### src/rtl/mem_arb_pkg.sv
// Shared types and helpers for the BRAM port arbiter.
// Holds the default address width, the FSM state type and the index-width helper.
package mem_arb_pkg;

    localparam int ADDR_W_DEF = 13;

    typedef enum logic [0:0] {
        ARB_IDLE   = 1'b0,
        ARB_LOCKED = 1'b1
    } arb_state_e;

    function automatic int idx_w(input int n);
        return (n > 1) ? $clog2(n) : 1;
    endfunction

endpackage

### src/rtl/mem_arb_if.sv
// Requester-side request/response bundle for the BRAM port arbiter.
// master = requesters, slave = arbiter.
interface mem_arb_if
    import mem_arb_pkg::*;
#(
    parameter int NUM_REQ = 2,
    parameter int ADDR_W  = ADDR_W_DEF
);

    logic [NUM_REQ-1:0]             req_valid;
    logic [NUM_REQ-1:0]             req_ready;
    logic [NUM_REQ-1:0]             req_we;
    logic [NUM_REQ-1:0]             req_lock;
    logic [NUM_REQ-1:0][ADDR_W-1:0] req_addr;
    logic [NUM_REQ-1:0][31:0]       req_wdata;
    logic [NUM_REQ-1:0][3:0]        req_be;
    logic [NUM_REQ-1:0]             rsp_valid;
    logic [31:0]                    rsp_rdata;

    modport master (
        output req_valid, req_we, req_lock,
        output req_addr, req_wdata, req_be,
        input  req_ready, rsp_valid, rsp_rdata
    );

    modport slave (
        input  req_valid, req_we, req_lock,
        input  req_addr, req_wdata, req_be,
        output req_ready, rsp_valid, rsp_rdata
    );

endinterface

### src/rtl/mem_port_arbiter_pick.sv
// Rotating priority picker: first set request at or after start, wrapping.
// Fixed priority is obtained by tying start to zero.
module rr_priority_pick #(
    parameter int N  = 2,
    parameter int IW = 1
) (
    input  logic [N-1:0]  req,
    input  logic [IW-1:0] start,
    output logic [N-1:0]  gnt,
    output logic [IW-1:0] idx,
    output logic          any
);

    logic [IW:0]   s;
    logic [IW-1:0] k;

    always_comb begin
        gnt = '0;
        idx = '0;
        any = 1'b0;
        s   = '0;
        k   = '0;
        for (int i = 0; i < N; i++) begin
            s = {1'b0, start} + (IW+1)'(i);
            if (s >= (IW+1)'(N)) s = s - (IW+1)'(N);
            k = s[IW-1:0];
            if (!any && req[k]) begin
                any    = 1'b1;
                gnt[k] = 1'b1;
                idx    = k;
            end
        end
    end

endmodule

### src/rtl/mem_port_arbiter.sv
// One BRAM port shared by NUM_REQ requesters, with lock support for RMW.
// Define MEMARB_RR_EN for round-robin; otherwise fixed lowest-index priority.
module mem_port_arbiter
    import mem_arb_pkg::*;
#(
    parameter int NUM_REQ = 2,
    parameter int ADDR_W  = ADDR_W_DEF
) (
    input  logic              clk,
    input  logic              rst,
    mem_arb_if.slave          bus,
    output logic [ADDR_W-1:0] mem_addr,
    output logic [31:0]       mem_data_i,
    output logic [3:0]        mem_data_en,
    output logic              mem_write_en,
    input  logic [31:0]       mem_data_o
);

    localparam int IW = idx_w(NUM_REQ);

    localparam logic [0:0] ST_IDLE   = ARB_IDLE;
    localparam logic [0:0] ST_LOCKED = ARB_LOCKED;

    logic [0:0]         state;
    logic [IW-1:0]      owner;
    logic [IW-1:0]      start;
    logic [IW-1:0]      win_idx;
    logic [IW-1:0]      pipe_idx;
    logic [NUM_REQ-1:0] eligible;
    logic [NUM_REQ-1:0] gnt;
    logic               win;
    logic               pipe_valid;

    // Nothing is granted in the reset cycle, so such accesses are dropped.
    always_comb begin
        eligible = '0;
        if (!rst) begin
            if (state == ST_LOCKED)
                eligible[owner] = bus.req_valid[owner];
            else
                eligible = bus.req_valid;
        end
    end

`ifdef MEMARB_RR_EN
    logic [IW-1:0] rr_ptr;

    assign start = rr_ptr;

    always_ff @(posedge clk) begin
        if (rst)
            rr_ptr <= '0;
        else if (win)
            rr_ptr <= (win_idx == IW'(NUM_REQ-1)) ? '0 : win_idx + 1'b1;
    end
`else
    assign start = '0;
`endif

    rr_priority_pick #(
        .N  (NUM_REQ),
        .IW (IW)
    ) u_pick (
        .req   (eligible),
        .start (start),
        .gnt   (gnt),
        .idx   (win_idx),
        .any   (win)
    );

    assign bus.req_ready = gnt;

    always_comb begin
        mem_addr     = '0;
        mem_data_i   = '0;
        mem_data_en  = '0;
        mem_write_en = 1'b0;
        if (win) begin
            mem_addr     = bus.req_addr[win_idx];
            mem_data_i   = bus.req_wdata[win_idx];
            mem_data_en  = bus.req_be[win_idx];
            mem_write_en = bus.req_we[win_idx];
        end
    end

    always_ff @(posedge clk) begin
        if (rst) begin
            state      <= ST_IDLE;
            owner      <= '0;
            pipe_valid <= 1'b0;
            pipe_idx   <= '0;
        end else begin
            pipe_valid <= win;
            pipe_idx   <= win_idx;
            case (state)
                ST_IDLE: begin
                    if (win && bus.req_lock[win_idx]) begin
                        state <= ST_LOCKED;
                        owner <= win_idx;
                    end
                end
                ST_LOCKED: begin
                    if (win && !bus.req_lock[win_idx])
                        state <= ST_IDLE;
                end
                default: state <= ST_IDLE;
            endcase
        end
    end

    always_comb begin
        bus.rsp_valid = '0;
        if (pipe_valid) bus.rsp_valid[pipe_idx] = 1'b1;
    end

    // BRAM output is registered, so it lines up with the response pipe.
    assign bus.rsp_rdata = mem_data_o;

endmodule

### src/flat_wrapper.sv
// flat-port wrapper written by rule: the top's interface ports become plain ports
module mem_port_arbiter_flat import mem_arb_pkg::*;
#(
    parameter int NUM_REQ = 2,
    parameter int ADDR_W  = ADDR_W_DEF
)
  (clk, rst, mem_addr, mem_data_i, mem_data_en, mem_write_en, mem_data_o, bus_req_valid, bus_req_we, bus_req_lock, bus_req_addr, bus_req_wdata, bus_req_be, bus_req_ready, bus_rsp_valid, bus_rsp_rdata);
  mem_arb_if #(.NUM_REQ(NUM_REQ), .ADDR_W(ADDR_W)) bus_i ();
  input  logic clk;
  input  logic rst;
  output logic [ADDR_W-1:0] mem_addr;
  output logic [31:0] mem_data_i;
  output logic [3:0] mem_data_en;
  output logic mem_write_en;
  input  logic [31:0] mem_data_o;
  input wire logic [$bits(bus_i.req_valid)-1:0] bus_req_valid;
  input wire logic [$bits(bus_i.req_we)-1:0] bus_req_we;
  input wire logic [$bits(bus_i.req_lock)-1:0] bus_req_lock;
  input wire logic [$bits(bus_i.req_addr)-1:0] bus_req_addr;
  input wire logic [$bits(bus_i.req_wdata)-1:0] bus_req_wdata;
  input wire logic [$bits(bus_i.req_be)-1:0] bus_req_be;
  output wire logic [$bits(bus_i.req_ready)-1:0] bus_req_ready;
  output wire logic [$bits(bus_i.rsp_valid)-1:0] bus_rsp_valid;
  output wire logic [$bits(bus_i.rsp_rdata)-1:0] bus_rsp_rdata;
  assign bus_i.req_valid = bus_req_valid;
  assign bus_i.req_we = bus_req_we;
  assign bus_i.req_lock = bus_req_lock;
  assign bus_i.req_addr = bus_req_addr;
  assign bus_i.req_wdata = bus_req_wdata;
  assign bus_i.req_be = bus_req_be;
  assign bus_req_ready = bus_i.req_ready;
  assign bus_rsp_valid = bus_i.rsp_valid;
  assign bus_rsp_rdata = bus_i.rsp_rdata;
  mem_port_arbiter #(.NUM_REQ(NUM_REQ), .ADDR_W(ADDR_W)) u_core (.clk(clk), .rst(rst), .bus(bus_i), .mem_addr(mem_addr), .mem_data_i(mem_data_i), .mem_data_en(mem_data_en), .mem_write_en(mem_write_en), .mem_data_o(mem_data_o));
endmodule
### config.mk
export PLATFORM = sky130hd
export DESIGN_NAME = mem_port_arbiter_flat
export DESIGN_NICKNAME = d
export VERILOG_FILES = /design/src/rtl/mem_arb_pkg.sv /design/src/rtl/mem_arb_if.sv /design/src/rtl/mem_port_arbiter_pick.sv /design/src/rtl/mem_port_arbiter.sv /design/src/flat_wrapper.sv
export SDC_FILE = /design/constraint.sdc
export NUM_CORES = 1
export LEC_CHECK = 0
export ABC_AREA = 0
export CAP_MARGIN = 20
export CORE_AREA = 2 2 87 89
export CTS_CLUSTER_DIAMETER = 40
export DETAILED_ROUTE_END_ITERATION = 16
export DIE_AREA = 0 0 89 91
export PLACE_DENSITY = 0.69
export SYNTH_ARGS = -nofsm -noshare
export SYNTH_HDL_FRONTEND = slang
export SYNTH_SLANG_ARGS = --single-unit
### constraint.sdc
create_clock -name clk -period 1.58 [get_ports clk]
set_clock_uncertainty 0.15 [all_clocks]
set_input_delay 0.158 -clock clk [delete_from_list [all_inputs] [get_ports clk]]
set_output_delay 0.158 -clock clk [all_outputs]
set_load 0.02 [all_outputs]
**Word-level counts from Yosys, hierarchy flattened**

Index checks and enable logic that the tools add are counted.

- Register bits after elaboration: 4
- Input port bits: 138
- Output and inout port bits: 86
- Word-level logic and storage cells: 50

- Magnitude comparators: 5
- Muxes and demuxes: 31
- Bitwise gates (word level): 2
- Reductions and logical operators: 8

Operators by type and width:

| cell | count |
|---|---|
| two-way mux 32 bit | 3 |
| two-way mux 13 bit | 3 |
| two-way mux 1 bit | 15 |
| two-way mux 4 bit | 3 |
| two-way mux 2 bit | 4 |
| less-than comparator 1 x 2 -> 1 bit (second input constant) | 3 |
| logical AND 1 bit | 5 |
| bitwise AND 2 bit | 1 |
| demux 1 bit (select 1 bit) | 2 |
| greater-or-equal comparator 1 bit (second input constant) | 2 |
| zero test 1 bit | 2 |
| one-hot mux 1 bit (2 select lines) | 1 |
| AND reduction 2 bit | 1 |
| NOT 1 bit | 1 |

**Longest topological paths before layout**

Gate-level depths: netlist of run 1.

- Depth after elaboration: 17
- Mapped depth: 5
- Mapped depth without buffers: 3

**Modules after synthesis**

Synthesis of run 1 repeated with hierarchy kept, for this count alone.

- Cell total of the unflattened synthesis: 169
- Area, all modules: 1377.6 um2

By module, submodules not included:

| module | instances | cells an instance | area an instance (um2) | sequential area each (um2) |
|---|---|---|---|---|
| mem_port_arbiter | 1 | 164 | 1345.0 | 80.1 |
| rr_priority_pick | 1 | 5 | 32.5 | 0.0 |

**Least setup slack after synthesis of run 1**

OpenSTA, ideal clock, no wires.

- Path type: reg2out
- Start point: register with a tool-made name
- End point: output port mem_addr[10]
- Arrival: 1.258 ns
- Data required time: 1.272 ns
- Setup slack: 0.014 ns
- Stages on the path, launching flop included: 6
- Buffers on the path: 2
- Path through: dfxtp_1 -> and2_4 -> o211a_1 -> buf_6 -> buf_6 -> a22o_1

RTL lines:

| item | RTL line | text |
|---|---|---|
| end, declared | flat_wrapper.sv:11 | `output logic [ADDR_W-1:0] mem_addr;` |

==> results of run 1 <==
[worst max path at each step]
stage	depth (start not counted)	end	startpoint	slack (ps)
after CTS	5	mem_data_i[4]	flip-flop	-260
after global placement	6	mem_data_i[29]	bus_req_valid[0]	-690
after global routing	5	mem_data_i[8]	flip-flop	-310
after detailed placement	6	mem_data_i[19]	bus_req_valid[0]	-700
after floorplan	5	mem_addr[10]	flip-flop	10
final	5	mem_data_i[28]	flip-flop	-280
[worst max-delay path: cells and delay by family (launching register included)]
kind | cells | cell delay [ps]
compound gates | 2 | 530
flops | 1 | 330
buf+inv | 2 | 290
simple gates | 1 | 160
[metrics by stage]
step	util [%]	std cells
after floorplan	-	120
after global placement	34.6	344
after detailed placement	34.6	344
after CTS	38.4	353
after global routing	39.5	356
final	39.5	356
[Yosys cell counts, drive strengths merged]
cell type	n	area share (%)
o211a	2	2.0
dfxtp	4	8.1
a21oi	1	0.50
a211oi	2	1.5
nand2	2	0.76
clkbuf	4	1.5
mux2i	1	1.0
nor2	2	0.76
inv	3	1.1
buf	41	33
o21ai	1	0.50
a22o	50	44
o211ai	1	0.76
nor2b	1	0.63
a32o	1	1.0
and3	1	0.63
and2	2	1.5
a31oi	1	0.63
[metal layers]
metal  part of all wire (%)  wire [µm]
met5                      0          0
met1                     31       1880
met3                     14        864
met4                    1.4         83
met2                     53       3190
[repair_timing]
item / 4_1_cts / 5_1_grt
setup endpoints to repair: 53 / 53
pin swaps: 6 / 3
gates resized for setup: 320 / 7
hold buffers: 0 / 0
gates cloned: 3 / 2
setup buffers: 3 / 1
[cells by family after synthesis]
group | Yosys count
flops | 4
buf+inv | 48
mux | 1
compound gates | 59
simple gates | 8
[area by class of cell]
type	instances	area [µm²]	share of cell area, %
tap	99	124	4.40
clock buffer	3	41.3	1.47
sequential	4	82.6	2.93
timing repair buffer	179	1980	70.2
multi-input combinational	68	582	20.6
inverter	3	11.3	0.400
[power by group through the flow]
| stage | combinational, mW | clock (mW) | sequential (mW) |
|---|---|---|---|
| 2_1_floorplan | 0.369 | 0 | 0.113 |
| 3_3_place_gp | 0.712 | 0 | 0.112 |
| 3_5_place_dp | 0.712 | 0 | 0.113 |
| 4_1_cts | 0.799 | 0.220 | 0.112 |
| 5_1_grt | 0.863 | 0.230 | 0.113 |
| 6_report | 0.819 | 0.220 | 0.112 |
==> metrics.md, run 1 <==
| Metric | Value |
|---|---|
| Status | `finished, violations left` |
| Failing checks | `setup timing` |
| Net switching power figure | `363 µW` |
| R2R depth | `4` |
| R2R Setup Slk | `140 ps` |
| Final WL | `6.02 mm` |
| RSZ-0062 raised after global routing | `yes` |
| Final setup fails | `52` |
| CP cell instances | `and2_4, o211a_4, buf_12, a22o_1, buf_6` |
| Post-DP HPWL | `4.37 mm` |
| Largest fanout on the critical path | `19` |
| Sequential power share | `9.8%` |
| Post-synthesis compound-gate area fraction | `51.1%` |
| Post-DP Area | `2470 µm²` |
| Synth Register Bits | `4` |
| Mapped cell area | `991 µm²` |
| Post-DR vias/cell | `4.27` |
| Clock power share | `19.1%` |
| Initial DRC Count | `41` |
| Synth Area in Simple Gates | `4.29%` |
| MaxCap Viol Count | `0` |
| CTS buffer count | `3` |
| Area grow syn2layout | `184%` |
| CP max stage delay | `330 ps` |
| Combinational share of power | `71.1%` |
| M1 GR Usage | `12.4%` |
| WHS | `166 ps` |
| Port Buffers | `159` |
| Drt drc | `0` |
| Clock transition at path regs | `30 ps` |
| Vert. Die Dim | `91 µm` |
| Overflow after GRT | `0` |
| N_diodes | `0` |
| Distinct cells, synth | `21` |
| Fin crit share | `117%` |
| Pins Over Slew Limit | `0` |
| CTS tree | `done` |
| Post-Synth Adder-Cell Area | `0%` |
| Peak Freq | `539 MHz` |
| Vias in the first global route | `1606` |
| Post-synthesis mux area share | `1.01%` |
| Power consumption | `1.15 mW` |
| Pre-CTS WS | `-695 ps` |
| Die X | `89 µm` |
| Sw Ratio | `31.5%` |
| Most frequent cells in the layout | `clkdlybuf4s50_1, buf_6, a22o_1` |
| Antenna violations before repair | `0` |
| Via count | `1521` |
| # rows | `31` |
| Layout cells sized above 1 | `32.3%` |
| Final antenna-violating net count | `0` |
| Gr usage total | `12.9%` |
| WHS Path Cells | `0` |
| Xor/xnor cell area share of the yosys netlist | `0%` |
| H-tree depth | `1` |
| Commonest non-fill, non-tap cell in the layout | `clkdlybuf4s50_1` |
| Worst Hold Path EP | `bus_rsp_rdata[0]` |
| Final setup margin | `-276 ps` |
| Mapped Nets | `258` |
| Clock Tree Buf Depth | `2` |
| Internal power | `789 µW` |
| Routed len/inst | `16.9 µm` |
| Die area | `8100 µm²` |
| YS warnings | `0` |
| Worst-margin pin slew | `227 ps` |
| Most used routing layer | `met2` |
| Core Area | `7140 µm²` |
| Setup Crit Path Kind | `reg -> out` |
| Period minus WS final | `1860 ps` |
| Met3 Resource Use GR | `3.55%` |
| Peak supply drop | `0.167 mV` |
| Synth Instances | `120` |
| Clock root buffer master | `clkbuf_8` |
| IO Pins | `224` |
| Main combinational cell family by area after synthesis | `compound AO/OA/AOI/OAI gates` |
| Worst path arrival time | `1550 ps` |
| Final net count | `397` |
| PwrDens | `409 nW/µm²` |
| Sequential share of the synthesized area | `8.08%` |
| Largest net degree at the start of global routing | `20` |
| DRT Pass-1 Iters | `6` |
| Clk_lat worst skew | `220 ps` |
| Wire length of the first global-routing pass | `8.07 mm` |
| Leak | `1.24 nW` |
| Final hold violation count | `0` |
| Critical Path RT | `1270 ps` |
| Setup TNS | `-13010 ps` |
| Met2 usage | `25.6%` |
| Initial Utilization | `13.9%` |
| Slew HR | `84.8%` |
| Routability-driven placement congestion ratio | `0.779` |
| Clock sinks | `4` |
| Post-route cell area | `2820 µm²` |
| Setup crit start kind | `flip-flop` |
| Hold WC Path Type | `in -> out` |
| Slowest stage cell, crit path | `dfxtp_2` |
| Worst Min Path Start | `mem_data_o[0]` |
| Fill count | `705` |
| Setup crit end kind | `output pin` |
| Syn Area/Cell | `8.26 µm²` |
Power figures use the tool's default switching activity.
==> run 2, diff against run 1 <==
Settings changed: ABC_AREA 0 to 1, CORE_AREA 2 2 87 89 to 2 2 88 90, DIE_AREA 0 0 89 91 to 0 0 90 92, PLACE_DENSITY 0.69 to 0.68.
==> run 2 against run 1 <==
  * Die area up 2.2%
  * Critical endpoint is now mem_data_i[3]
  * The flow still finishes with violations (setup timing)
  * Clock power is essentially flat
  * Total power increased by 8.5%
  * Largest power group unchanged
  * Worst setup slack better by 4.0 ps
==> metrics.md, run 2 <==
| Metric | Value |
|---|---|
| Status | `finished, violations left` |
| Failing checks | `setup timing` |
| Final antenna-violating net count | `0 (unchanged)` |
| Pins Over Slew Limit | `0 (unchanged)` |
| Final net count | `412 (+3.8%)` |
| Clock root buffer master | `clkbuf_8` |
| Peak supply drop | `0.482 mV (+190%)` |
| Post-synth ARST share | `0% (unchanged)` |
| Post-DP HPWL | `4.04 mm (-7.6%)` |
| H-tree depth | `1 (unchanged)` |
| Overflow after GRT | `0 (unchanged)` |
| Synth area leader | `a22o_1` |
| Initial Utilization | `13.6% (-0.28 points)` |
| Setup Crit Path Kind | `reg -> out` |
| Reg-to-Reg End | `u_core.owner$_SDFFE_PP0P_` |
| Post-synth top area share | `42.3% (-1.8 points)` |
| Distinct cells, synth | `18 (-14%)` |
| Mapped cell area | `1010 µm² (+2.3%)` |
| Power consumption | `1.25 mW (+8.5%)` |
| R2R depth | `11 (+7)` |
| Port Buffers | `159 (unchanged)` |
| Drt drc | `0 (unchanged)` |
| Synth Flop Type | `dfxtp_1` |
| Vert. Die Dim | `92 µm (+1.1%)` |
| Layout cells sized above 1 | `37.5% (+5.2 points)` |
| Buf/Inv on CP | `5 (+3)` |
| Area grow syn2layout | `181%` |
| RSZ-0062 raised after global routing | `yes` |
| Final WL | `5.76 mm (-4.3%)` |
| Non-filler cells, final | `374 (+5.1%)` |
| Setup crit start kind | `flip-flop` |
| YS warnings | `0 (unchanged)` |
| Largest fanout on the critical path | `7 (-12)` |
| Final setup margin | `-272 ps (+3.97 ps)` |
| Initial DRC Count | `38 (-7.3%)` |
| Setup crit end kind | `output pin` |
| Syn Area/Cell | `8.24 µm² (-0.22%)` |
| Clock Tree Buf Depth | `2 (unchanged)` |
| Fin crit share | `117% (-0.25 points)` |
| Worst flop-to-flop path startpoint | `u_core.owner$_SDFFE_PP0P_` |
| Routability-driven placement congestion ratio | `0.816 (+4.7%)` |
| PwrDens | `438 nW/µm² (+7.2%)` |
| CTS tree | `done` |
| Die X | `90 µm (+1.1%)` |
| Final setup fails | `53 (+1.9%)` |
| Crit-path most repeated cell | `nor2_4` |
| Placed insts | `349 (+1.5%)` |
| Top-count cell post-synth | `a22o_1` |
| Sequential share of the synthesized area | `7.90% (-0.18 points)` |
| Largest net degree at the start of global routing | `22 (+10%)` |
| Fin util | `38.3% (-1.2 points)` |
| Slew HR | `76.9% (-8.0 points)` |
| Critical Path RT | `1270 ps (about the same)` |
| Top area cells in the synthesized netlist | `a22o_1, buf_4, dfxtp_1, clkbuf_8, buf_6` |
| Antenna violations before repair | `0 (unchanged)` |
| Final hold violation count | `0 (unchanged)` |
| CP cell instances | `inv_2, nor2_4, nor2_4, nand2_4, inv_6, buf_8, buf_16, a22o_4, buf_6` |
| Worst-margin pin slew | `343 ps (+116 ps)` |
| IO Pins | `224 (unchanged)` |
| Die area | `8280 µm² (+2.2%)` |
| Mapped Nets | `261 (+1.2%)` |
| Period minus WS final | `1850 ps (-3.97 ps)` |
| Gr usage total | `12.7% (-0.16 points)` |
| Peak Freq | `540 MHz (+0.21%)` |
| Wire length of the first global-routing pass | `8.46 mm (+4.8%)` |
| Most frequent cells in the layout | `clkdlybuf4s50_1, a22o_1, buf_6` |
| Clock transition at path regs | `30 ps (about the same)` |
| Crit path max-delay family | `buffers and inverters` |
| MaxCap Viol Count | `0 (unchanged)` |
| Synth Instances | `123 (+2.5%)` |
| DRT Pass-1 Iters | `4 (-2)` |
| Slowest stage cell, crit path | `dfxtp_2` |
| Leak | `1.28 nW (+3.3%)` |
| Worst Min Path Start | `mem_data_o[11]` |
| CP max stage delay | `330 ps (about the same)` |
| R2R Setup Slk | `-20 ps (-160 ps)` |
| Via count | `1519 (-0.13%)` |
| Synth top cells by count | `a22o_1, buf_4, nand2_1` |
| Vias in the first global route | `1604 (-0.12%)` |
| Clk_lat worst skew | `220 ps (about the same)` |
| WHS Path Cells | `0 (unchanged)` |
| Synth Register Bits | `4 (unchanged)` |
| Fill count | `770 (+9.2%)` |
| N_diodes | `0 (unchanged)` |
| Worst Hold Path EP | `bus_rsp_rdata[11]` |
| CTS buffer count | `3 (unchanged)` |
| Worst path arrival time | `1540 ps (about the same)` |
| Post-synth EDFFs | `0 (unchanged)` |
| Post-DR vias/cell | `4.06 (-4.9%)` |
| Clock sinks | `4 (unchanged)` |
| Hold WC Path Type | `in -> out` |
| # rows | `32 (+3.2%)` |
| Core Area | `7450 µm² (+4.3%)` |
| Commonest non-fill, non-tap cell in the layout | `clkdlybuf4s50_1` |
| Routed len/inst | `15.4 µm (-8.9%)` |
[run 2: changes by cell type in the layout (fill, tap and decap cells not counted), sizes merged, moves of 3 or more]
cell   previous run  this run
inv               3         7
nor2              2         5
nand2             2         7
nand3             0         3
buf              69        82
[run 2: per-stage QoR]
step	setup TNS [ps]	setup WS (ps)	area, µm²	hold WS [ps]
3_5_place_dp	-33410	-699	2470	166
3_3_place_gp	-33060	-691	2470	166
4_1_cts	-10440	-247	2820	166
6_report	-10580	-272	2850	166
2_1_floorplan	0	229	1010	188
5_1_grt	-14140	-343	2850	166
[run 2: logic make-up after synthesis]
| group | synth area share [%] |
|---|---|
| flops | 7.90 |
| compound gates | 44.8 |
| buf+inv | 40.1 |
| simple gates | 7.16 |
[run 2: metal layers]
layer  vias to the layer above  routed length, µm  GRT usage [%]
li1                        726                  -              -
met1                       691               2180           13.4
met2                        91               3090           24.6
met3                        11                419           3.12
met4                         0                 68           4.10
met5                         -                  0              0
[run 2: what timing repair did]
| action | CTS | global route |
|---|---|---|
| setup buffers | 16 | 3 |
| hold endpoints to repair | 0 | 0 |
| pin swaps | 11 | 11 |
| gates resized for setup | 317 | 9 |
| gates cloned | 4 | 1 |
| setup endpoints to repair | 53 | 55 |
| hold buffers | 0 | 0 |
[run 2: where the power goes]
group | internal, mW | switching (mW) | total [mW] | leakage, nW
clock | 0.163 | 0.0594 | 0.222 | 0.0216
sequential | 0.110 | 0.00654 | 0.116 | 0.0342
combinational | 0.561 | 0.350 | 0.911 | 1.22
total | 0.834 | 0.416 | 1.25 | 1.28
[run 2: how the worst max path moves through the flow]
stage                                          from             end  slack, ps  cells after the start
after global routing                      flip-flop   mem_data_i[3]       -340                      9
after floorplan           u_core.owner$_SDFFE_PP0P_    mem_addr[10]        230                      5
final                                     flip-flop   mem_data_i[3]       -270                      9
after CTS                 u_core.owner$_SDFFE_PP0P_   mem_data_i[3]       -250                      8
after global placement                          rst  mem_data_i[15]       -690                      9
after detailed placement                        rst  mem_data_i[22]       -700                      9
[run 2: cell type report]
class / instances / area [µm²] / area share, %
Multi-Input combinational cell: 68 / 577 / 20.2
Timing Repair Buffer: 189 / 1970 / 69.2
Sequential cell: 4 / 85.1 / 2.99
Inverter: 8 / 47.5 / 1.67
Clock buffer: 3 / 41.3 / 1.45
Tap cell: 102 / 128 / 4.48
==> run 3, diff against run 2 <==
Settings changed: CORE_AREA 2 2 88 90 to 2 2 87 89, DIE_AREA 0 0 90 92 to 0 0 89 91, PLACE_DENSITY 0.68 to 0.71, SYNTH_HIERARCHICAL from default to 1.
==> run 3 against run 2 <==
  * The run still ends with setup timing left
  * Clock-buffer cell count unchanged
  * Via count up 35%
  * Final area up 27%
  * Die area down 2.2%
  * Critical endpoint is now mem_data_i[22]
  * Worst setup slack worse by 120 ps
  * Highest routed layer unchanged
  * Area after synthesis up 15%
  * Routed wire length up 37%
  * Sequential share of layout area down 0.70 points
  * Register-to-register slack worse by 170 ps
  * Synthesized cell count up 93%
  * First-iteration DRC count down 39%
  * Total power up 33%
==> metrics.md, run 3 <==
| Metric | Value |
|---|---|
| MaxCap Viol Count | `0 (unchanged)` |
| Final net count | `523 (+27%)` |
| PwrDens | `458 nW/µm² (+4.5%)` |
| Core Area | `7140 µm² (-4.2%)` |
| Peak Freq | `506 MHz (-6.3%)` |
| Reg-to-Reg End | `u_core/owner$_SDFFE_PP0P_` |
| Vert. Die Dim | `91 µm (-1.1%)` |
| R2R depth | `13 (+2)` |
| Synth area leader | `nor2_1` |
| YS warnings | `6 (+6)` |
| Largest net degree at the start of global routing | `22 (unchanged)` |
| Routed len/inst | `16.4 µm (+6.6%)` |
| Crit path max-delay family | `buffers and inverters` |
| Leak | `1.46 nW (+14%)` |
| Peak supply drop | `0.450 mV (-6.7%)` |
| Final WL | `7.91 mm (+37%)` |
| Vias in the first global route | `2001 (+25%)` |
| Via count | `2058 (+35%)` |
| Initial DRC Count | `23 (-39%)` |
| Largest fanout on the critical path | `11 (+4)` |
| RSZ-0062 raised after global routing | `yes` |
| # rows | `31 (-3.1%)` |
| Clock transition at path regs | `30 ps (about the same)` |
| Hold WC Path Type | `in -> out` |
| Die X | `89 µm (-1.1%)` |
| Pre-CTS WS | `-976 ps (-277 ps)` |
| Die area | `8100 µm² (-2.2%)` |
| Post-DP HPWL | `4.88 mm (+21%)` |
| Period minus WS final | `1980 ps (+124 ps)` |
| Placed insts | `460 (+32%)` |
| Critical Path RT | `1270 ps (about the same)` |
| Antenna violations before repair | `0 (unchanged)` |
| Sequential share of the synthesized area | `6.87% (-1.0 points)` |
| Post-synth ARST share | `0% (unchanged)` |
| Most frequent cells in the layout | `clkdlybuf4s50_1, nor2_2, buf_6, o21ai_1, nor2_4` |
| CP cell instances | `inv_2, a21oi_4, inv_2, a21oi_4, buf_6, inv_8, buf_16, nor2_2, nor2_2, buf_4` |
| Final setup margin | `-396 ps (-124 ps)` |
| Area grow syn2layout | `210%` |
| Layout cells sized above 1 | `53.8% (+16 points)` |
| Final setup fails | `53 (unchanged)` |
| Pins Over Slew Limit | `0 (unchanged)` |
| Worst path arrival time | `1670 ps (+130 ps)` |
| CTS buffer count | `3 (unchanged)` |
| Post-synth top area share | `33.5% (-8.8 points)` |
| DRT Pass-1 Iters | `4 (unchanged)` |
| Gr usage total | `16.7% (+3.9 points)` |
| N_diodes | `0 (unchanged)` |
| Non-filler cells, final | `482 (+29%)` |
| Drt drc | `0 (unchanged)` |
| Setup crit end kind | `output pin` |
| Top-count cell post-synth | `nor2_1` |
| Setup Crit Path Kind | `reg -> out` |
| Crit path from | `u_core/owner$_SDFFE_PP0P_` |
| Setup crit start kind | `flip-flop` |
| Top area cells in the synthesized netlist | `nor2_1, o21ai_0, buf_4, dfxtp_1, nand2_1` |
| CP max stage delay | `340 ps (about the same)` |
| Slowest stage cell, crit path | `dfxtp_2` |
| IO Pins | `224 (unchanged)` |
| Clock sinks | `4 (unchanged)` |
| Worst Setup EP | `mem_data_i[22]` |
| Wire length of the first global-routing pass | `10.6 mm (+25%)` |
| Routability-driven placement congestion ratio | `0.831 (+1.9%)` |
| Synth Register Bits | `4 (unchanged)` |
| Post-DR vias/cell | `4.27 (+5.1%)` |
| Synth top cells by count | `nor2_1, o21ai_0, buf_4` |
| Worst flop-to-flop path startpoint | `u_core/owner$_SDFFE_PP0P_` |
| Initial Utilization | `16.3% (+2.7 points)` |
| H-tree depth | `1 (unchanged)` |
| Fin util | `50.6% (+12 points)` |
| CTS tree | `done` |
| Clock Tree Buf Depth | `2 (unchanged)` |
| Post-route cell area | `3610 µm² (+27%)` |
| Commonest non-fill, non-tap cell in the layout | `clkdlybuf4s50_1` |
| Setup TNS | `-17380 ps (-6810 ps)` |
| Buf/Inv on CP | `6 (+1)` |
| Post-synth EDFFs | `0 (unchanged)` |
| Clock root buffer master | `clkbuf_8` |
| Distinct cells, synth | `14 (-4)` |
| R2R Setup Slk | `-190 ps (-170 ps)` |
| Final antenna-violating net count | `0 (unchanged)` |
| Final hold violation count | `0 (unchanged)` |
| Status | `finished, violations left` |
| Failing checks | `setup timing` |
| Syn Area/Cell | `4.92 µm² (-40%)` |
| Fin crit share | `125% (+7.8 points)` |
| Synth Flop Type | `dfxtp_1` |
| Mapped cell area | `1160 µm² (+15%)` |
| CP Depth | `10 (+1)` |
| Port Buffers | `159 (unchanged)` |
| Post-DP Area | `2850 µm² (+16%)` |
| Clk_lat worst skew | `220 ps (about the same)` |
| Synth Instances | `237 (+93%)` |
| Overflow after GRT | `0 (unchanged)` |
run 3: report_power, final:
group	total [mW]	internal, mW	switching [mW]
clock network	0.215	0.162	0.0526
registers	0.117	0.110	0.00744
logic	1.32	0.714	0.610
run 3: cells by family after synthesis:
family | Yosys count | share of synthesized area (%)
AND/OR/NAND/NOR | 117 | 38.0
buffers and inverters | 59 | 30.7
AO/OA/AOI/OAI | 56 | 24.1
flip-flops | 4 | 6.87
other | 1 | 0.322
run 3: area by class of cell:
| type | count | area [µm²] |
|---|---|---|
| fillers | 729 | 3520 |
| repair buffers | 190 | 2080 |
| multi-input cells | 175 | 1240 |
| well taps | 99 | 124 |
| flip-flops and latches | 4 | 82.6 |
| inverters | 11 | 48.8 |
| clock buffers | 3 | 41.3 |
run 3: metal layers:
metal  track usage (%)  part of all wire [%]  vias up
met4              1.87                  0.19        0
met2              33.5                    56       89
met5                 0                     0        -
met1              18.4                    36      957
li1                  -                     -     1010
met3              2.18                   7.5        2
run 3: how the worst min path moves through the flow:
stage	start	to	cells past startpoint
floorplan	rst	flip-flop	1
global placement	mem_data_o[10]	bus_rsp_rdata[10]	0
detailed placement	mem_data_o[10]	bus_rsp_rdata[10]	0
CTS	mem_data_o[10]	bus_rsp_rdata[10]	0
global route	mem_data_o[17]	bus_rsp_rdata[17]	0
finish	mem_data_o[0]	bus_rsp_rdata[0]	0
run 3: through the flow:
step                hold slack (ps)  power (mW)
detailed placement              166        1.12
global placement                166        1.11
global route                    166        1.75
CTS                             166        1.58
finish                          166        1.66
floorplan                      77.1       0.682
run 3: timing repair:
action,in CTS,in global routing
buffers inserted,10,0
cloned,7,3
setup endpoints to repair,55,58
pin swaps,10,12
hold buffers,0,0
resized for setup,373,53
